[config.mk]
export PLATFORM = sky130hd
export DESIGN_NAME = fifo_buffer_lvl
export DESIGN_NICKNAME = d
export VERILOG_FILES = /design/src/rtl/fifo_pkg.sv /design/src/rtl/fifo_mem_2p.sv /design/src/rtl/fifo_buffer_lvl.sv
export SDC_FILE = /design/constraint.sdc
export NUM_CORES = 1
export LEC_CHECK = 0
export ABC_AREA = 1
export CORE_MARGIN = 2
export CORE_UTILIZATION = 63
export DETAILED_ROUTE_END_ITERATION = 12
export DONT_BUFFER_PORTS = 1
export PLACE_DENSITY = 0.82
export SYNTH_ARGS = -nofsm -noshare
export SYNTH_HDL_FRONTEND = slang
export SYNTH_HIERARCHICAL = 1
export SYNTH_SLANG_ARGS = --single-unit
[constraint.sdc]
create_clock -name i_clk -period 2.4 [get_ports i_clk]
set_input_delay 0.48 -clock i_clk [delete_from_list [all_inputs] [get_ports i_clk]]
set_output_delay 0.48 -clock i_clk [all_outputs]
set_load 0.1 [all_outputs]
[src/rtl/fifo_pkg.sv]
// Shared FIFO status types, used by the FIFO and by the UART status register decode.
package fifo_pkg;

  typedef struct packed {
    logic full;
    logic empty;
    logic afull;
    logic aempty;
    logic ovf;
    logic unf;
  } fifo_status_t;

endpackage

[src/rtl/fifo_mem_2p.sv]
// Two-port storage array for the FIFO: synchronous write port, asynchronous read port.
module fifo_mem_2p #(
  parameter int DATA_SIZE  = 8,
  parameter int SIZE_FIFO  = 16,
  parameter int ADDR_WIDTH = $clog2(SIZE_FIFO)
) (
  input  logic                  i_clk,
  input  logic                  i_wr_en,
  input  logic [ADDR_WIDTH-1:0] i_wr_idx,
  input  logic [DATA_SIZE-1:0]  i_wr_data,
  input  logic [ADDR_WIDTH-1:0] i_rd_idx,
  output logic [DATA_SIZE-1:0]  o_rd_data
);

  logic [DATA_SIZE-1:0] mem_r [SIZE_FIFO];

  // Write port; contents are deliberately not reset.
  always_ff @(posedge i_clk) begin
    if (i_wr_en) begin
      mem_r[i_wr_idx] <= i_wr_data;
    end
  end

  assign o_rd_data = mem_r[i_rd_idx];

endmodule

[src/rtl/fifo_buffer_lvl.sv]
// Show-ahead synchronous FIFO with occupancy level, programmable almost flags,
// synchronous flush and sticky overflow/underflow flags for the UART status register.
module fifo_buffer_lvl
  import fifo_pkg::*;
#(
  parameter int DATA_SIZE  = 8,
  parameter int SIZE_FIFO  = 16,
  parameter int ADDR_WIDTH = $clog2(SIZE_FIFO),
  parameter int AFULL_LVL  = SIZE_FIFO - 2,
  parameter int AEMPTY_LVL = 2
) (
  input  logic                 i_clk,
  input  logic                 i_reset_n,
  input  logic                 i_flush,
  input  logic                 i_write_en,
  input  logic [DATA_SIZE-1:0] i_data_in,
  input  logic                 i_read_en,
  input  logic                 i_clr_err,
  output logic [DATA_SIZE-1:0] o_data_out,
  output logic                 o_full,
  output logic                 o_empty,
  output logic                 o_almost_full,
  output logic                 o_almost_empty,
  output logic [ADDR_WIDTH:0]  o_level,
  output logic                 o_overflow,
  output logic                 o_underflow
);

  localparam int                  LW       = ADDR_WIDTH + 1;
  localparam logic [ADDR_WIDTH:0] FULL_C   = LW'(SIZE_FIFO);
  localparam logic [ADDR_WIDTH:0] AFULL_C  = LW'(AFULL_LVL);
  localparam logic [ADDR_WIDTH:0] AEMPTY_C = LW'(AEMPTY_LVL);
  localparam logic [ADDR_WIDTH:0] ONE_C    = LW'(1);
  localparam fifo_status_t        RST_C    = '{full: 1'b0, empty: 1'b1,
                                               afull: (AFULL_LVL == 32'sd0),
                                               aempty: 1'b1, ovf: 1'b0, unf: 1'b0};

  logic [ADDR_WIDTH:0] wr_ptr_r, rd_ptr_r, level_r, level_nxt_s;
  fifo_status_t        status_r, status_nxt_s;
  logic                rd_acc_s, wr_acc_s, mem_wr_s;

  assign rd_acc_s = i_read_en & ~status_r.empty;
  // A full FIFO still takes a write when the same edge frees the head slot.
  assign wr_acc_s = i_write_en & (~status_r.full | rd_acc_s);
  assign mem_wr_s = wr_acc_s & ~i_flush;

  fifo_mem_2p #(
    .DATA_SIZE (DATA_SIZE),
    .SIZE_FIFO (SIZE_FIFO),
    .ADDR_WIDTH(ADDR_WIDTH)
  ) u_mem (
    .i_clk    (i_clk),
    .i_wr_en  (mem_wr_s),
    .i_wr_idx (wr_ptr_r[ADDR_WIDTH-1:0]),
    .i_wr_data(i_data_in),
    .i_rd_idx (rd_ptr_r[ADDR_WIDTH-1:0]),
    .o_rd_data(o_data_out)
  );

  // Next occupancy and flag state; flush discards this cycle's requests.
  always_comb begin
    level_nxt_s  = level_r;
    status_nxt_s = status_r;
    if (i_flush) begin
      level_nxt_s      = '0;
      status_nxt_s.ovf = status_r.ovf & ~i_clr_err;
      status_nxt_s.unf = status_r.unf & ~i_clr_err;
    end else begin
      if (wr_acc_s && !rd_acc_s) begin
        level_nxt_s = level_r + ONE_C;
      end else if (rd_acc_s && !wr_acc_s) begin
        level_nxt_s = level_r - ONE_C;
      end else begin
        level_nxt_s = level_r;
      end
      status_nxt_s.ovf = (i_write_en & ~wr_acc_s) | (status_r.ovf & ~i_clr_err);
      status_nxt_s.unf = (i_read_en & status_r.empty) | (status_r.unf & ~i_clr_err);
    end
    status_nxt_s.full   = (level_nxt_s == FULL_C);
    status_nxt_s.empty  = (level_nxt_s == '0);
    status_nxt_s.afull  = (level_nxt_s >= AFULL_C);
    status_nxt_s.aempty = (level_nxt_s <= AEMPTY_C);
  end

  // Pointer, level and flag registers.
  always_ff @(posedge i_clk or negedge i_reset_n) begin
    if (!i_reset_n) begin
      wr_ptr_r <= '0;
      rd_ptr_r <= '0;
      level_r  <= '0;
      status_r <= RST_C;
    end else begin
      level_r  <= level_nxt_s;
      status_r <= status_nxt_s;
      if (i_flush) begin
        wr_ptr_r <= '0;
        rd_ptr_r <= '0;
      end else begin
        if (wr_acc_s) wr_ptr_r <= wr_ptr_r + ONE_C;
        if (rd_acc_s) rd_ptr_r <= rd_ptr_r + ONE_C;
      end
    end
  end

  assign o_level        = level_r;
  assign o_full         = status_r.full;
  assign o_empty        = status_r.empty;
  assign o_almost_full  = status_r.afull;
  assign o_almost_empty = status_r.aempty;
  assign o_overflow     = status_r.ovf;
  assign o_underflow    = status_r.unf;

endmodule
==> impl_summary.log <==
INFO  metric status = finished with violations
INFO  metric failing_checks = setup timing
INFO  metric antenna_found_initial = 0
INFO  metric critPathMostFrequentCell = sky130_fd_sc_hd__nand2_1
INFO  metric slew_headroom = 42.9%
INFO  metric clockBufferDepth = 2
INFO  metric chipHeight = 107 um
INFO  metric power.sequential.fraction = 36.8%
INFO  metric first_pass_detailed_route_iteration_total = 7
INFO  metric fp.dieArea = ~11000 um2
INFO  metric async_flop_share = 12.9%
INFO  metric internal_power_summed_over_all_cells = 5.46 mW
INFO  metric totalNegativeSetupSlack = -1.10 ns
INFO  metric p_sw = about 2.8 mW
INFO  metric cts.sinks = 147
INFO  metric timing.final.ws_setup = -0.158 ns
INFO  metric final_hold_viol_count = 0
INFO  metric end_kind = output port
INFO  metric routed-via-count = between 5000 and 6000
INFO  metric first_global_vias = between 5000 and 6000
INFO  metric clock_power_share = about a third
INFO  metric vdd_drop_max = 0.669 mV
INFO  metric post_synth_num_cell_types = 29
INFO  metric io_buffers = 0
INFO  metric crit_path_start_kind = register
INFO  metric cts_root_buf = sky130_fd_sc_hd__clkbuf_8
INFO  metric pin_count = 33
INFO  metric clk_latency = 0.53 ns
INFO  metric crit_path_max_fanout = 32
INFO  metric report.final.setup_viol = 8
INFO  metric grt.overflow.total = 0
INFO  metric max_freq = 391 MHz
INFO  metric final_estimated_routing_congestion_in_global_placement = 0.982
INFO  metric postSynthRegisterBits = 147
INFO  metric grt_max_degree = 37
INFO  metric global_route.usage.total = 33.3%
INFO  metric count_of_warnings_emitted_by_yosys = 6
INFO  metric critPathKind = reg -> out
INFO  metric crit_slowest_cell = sky130_fd_sc_hd__dfrtp_2
INFO  metric tritoncts = done
INFO  metric worst-endpoint-arrival = 2.08 ns
INFO  metric worstMarginPinSlew = 0.853 ns
INFO  metric finalNonFillerCells = 880
INFO  metric power-per-cell-area = 1000 nW/um2
INFO  metric hold_start = i_clr_err
INFO  metric area.growth.synth_to_final = 23.8%
INFO  metric min-delay-path-class = in -> reg
INFO  metric slew_violations = 0
INFO  metric fillerInstances = 485
INFO  metric design.final.nets = 749
INFO  metric dpl.hpwl = 9750 um
INFO  metric synth_enable_flop_cells = between 100 and 150
INFO  metric core.rowCount = 37
INFO  metric routed_wirelength = 19400 um
INFO  metric max_stage_delay = 0.41 ns
INFO  metric ctsHtreeMaxLevel = 4
INFO  metric power_switching_share = 34.2%
INFO  metric netlist_instances = 686
INFO  metric post-route-util = 80.3%
INFO  metric clk_pin_slew = 0.06 ns
INFO  metric fraction_of_layout_cells_with_a_size_suffix_above_1 = 23.4%
INFO  metric syn-num-nets = 704
INFO  metric post_dp_cell_area = between 7000 and 8000 um2
INFO  metric detail-route-antenna-nets = 0
INFO  metric drc = 0
INFO  metric portion_of_the_post_synthesis_area_used_by_sequential_elements = between 60% and 70%
INFO  metric initial_utilization = 64.8%
INFO  metric floorplan.core_area = 10300 um2
INFO  metric wl_per_cell = 22.0 um
INFO  metric die_width = 107 um
INFO  metric final_period_minus_worst_setup_slack = ~2.6 ns
INFO  metric synth_area = between 6000 and 7000 um2
INFO  metric antenna_cells_inserted = 0
INFO  metric syn-mean-instance-area = ~9.8 um2
INFO  metric detail_route.vias_per_cell = 6.21
INFO  metric dp_cells = 839
INFO  metric unrepaired_setup_endpoints_after_global_routing = yes
INFO  metric finalClockSkew = 0.00944 ns
INFO  metric cell_breakdown_of_the_critical_path = buf_4, buf_12, nand2_1, nand2_1, nand2_1, nand3_2, nand3_2, nand2_2, buf_12
INFO  metric maxCapViolCount = 0
INFO  metric hold_ws = 0.0373 ns
INFO  metric leakagePower = between 3 and 4 nW
INFO  metric comb_power_share = 29.4%
INFO  metric startpoint = rd_ptr_r[0]
INFO  metric cts_buffers = 17
INFO  metric timing.final.crit_share = 107%
INFO  metric grt_first_pass_wirelength = around 28000 um
INFO  metric first_drt_iteration_drcs = roughly 1000
INFO  metric crit_required = approximately 1.9 ns
INFO  metric dominantRegCellSynth = sky130_fd_sc_hd__edfxtp_1
INFO  metric regToRegStartpoint = o_full
INFO  metric stdcell_area = 8290 um2
==> synth_stat cells (2+ instances only) <==
cell type                  count  area share (%)
sky130_fd_sc_hd__buf_6         6             1.0
sky130_fd_sc_hd__o32ai_1       2            0.26
sky130_fd_sc_hd__inv_2         7            0.39
sky130_fd_sc_hd__nor2_2        3            0.28
sky130_fd_sc_hd__a21oi_1       6            0.45
sky130_fd_sc_hd__ha_1          4            0.75
sky130_fd_sc_hd__nand2_1     210              12
sky130_fd_sc_hd__nand3b_1      2            0.22
sky130_fd_sc_hd__nor2_1       33             1.9
sky130_fd_sc_hd__nand3_1     110             8.2
sky130_fd_sc_hd__nand2_2       2            0.19
sky130_fd_sc_hd__inv_1       119             6.7
sky130_fd_sc_hd__nor3_1        2            0.15
sky130_fd_sc_hd__dfstp_2       2            0.79
sky130_fd_sc_hd__edfxtp_1    128              57
sky130_fd_sc_hd__o21ai_0       4            0.30
sky130_fd_sc_hd__buf_2        13            0.97
sky130_fd_sc_hd__dfrtp_1      17             6.4
sky130_fd_sc_hd__nand4_1       3            0.28
sky130_fd_sc_hd__buf_4         4            0.45
==> power groups by stage <==
stage | clock, mW | sequential, mW | combinational [mW]
6_report | 2.81 | 3.05 | 2.44
5_1_grt | 2.91 | 3.06 | 2.53
4_1_cts | 2.80 | 3.04 | 2.24
3_5_place_dp | 0 | 3.09 | 1.98
3_3_place_gp | 0 | 3.09 | 1.93
2_1_floorplan | 0 | 3.30 | 1.22
==> placed cells by master (no fill, tap or decap), drive strengths merged, types with 3 or more instances in the layout <==
| master | synthesis | routed |
|---|---|---|
| nand4 | 4 | 4 |
| bufinv | 0 | 5 |
| dfrtp | 17 | 17 |
| clkinvlp | 0 | 3 |
| buf | 24 | 49 |
| nand2 | 213 | 213 |
| a21oi | 6 | 6 |
| o21ai | 5 | 5 |
| clkinv | 0 | 3 |
| ha | 4 | 4 |
| inv | 126 | 124 |
| nand3 | 112 | 112 |
| nor2 | 37 | 37 |
| clkbuf | 1 | 23 |
| edfxtp | 128 | 128 |
==> cells by family (layout without fill, tap and decap cells) <==
group | after synthesis | count (layout) | share of synthesized area (%)
and+or+nand+nor | 370 | 370 | 23.9
adders and majority gates | 4 | 4 | 0.748
DFF | 147 | 147 | 64.6
AOI/OAI and AO/OA | 14 | 14 | 1.18
buffers and inverters | 151 | 209 | 9.61
==> layout make-up <==
type,instances,area (um2),share of cell area (%)
flip-flops and latches,147,4330,52.2
multi-input cells,388,2060,24.9
repair buffers,51,613,7.40
inverters,126,487,5.87
clock buffers,23,447,5.39
clock inverters,9,179,2.16
well taps,136,170,2.05
==> path summary, 6_finish.rpt <==
check | end | slack (ns) | cells after the start
max | o_data_out[0] | -0.16 | 9
min | o_underflow | 0.04 | 1
max reg2reg | u_mem/mem_r[9][5] | 0.22 | 7
min reg2reg | o_underflow | 0.56 | 2
max in group asynchronous | rd_ptr_r[0] | 1.32 | 1
min in group asynchronous | wr_ptr_r[1] | 0.50 | 1
==> metal layers <==
metal | vias up | share of wire, % | global-route usage, %
met3 | 131 | 12 | 8.81
met4 | 0 | 5.7 | 16.1
met5 | - | 0 | 0
met1 | 2534 | 34 | 41.4
met2 | 501 | 47 | 54.4
li1 | 2297 | - | -
==> sequential cells by signal, indices dropped and copies added (netlist names), 4 cells and up <==
name / flops
rd_ptr_r: 4
o_level: 5
wr_ptr_r: 4
u_mem/mem_r: 128
==> timing repair <==
item | CTS | global route
gates resized for setup | 49 | 43
hold endpoints to repair | 20 | 0
setup buffers | 5 | 1
hold buffers | 2 | 0
gates cloned | 4 | 0
setup endpoints to repair | 8 | 30
pin swaps | 19 | 24
==> stage by stage <==
stage	setup slack (ns)	power (mW)
3_3_place_gp	0.228	5.01
3_5_place_dp	0.190	5.07
5_1_grt	-0.195	8.50
2_1_floorplan	0.142	4.52
4_1_cts	-0.0711	8.09
6_report	-0.158	8.30
==> critical path, delay by kind of cell, from the launching register on <==
family	cells	cell delay [ns]
AND/OR/NAND/NOR	6	0.62
flip-flops	1	0.41
buffers and inverters	3	0.51
No activity file was read; power rests on OpenSTA's default activity.
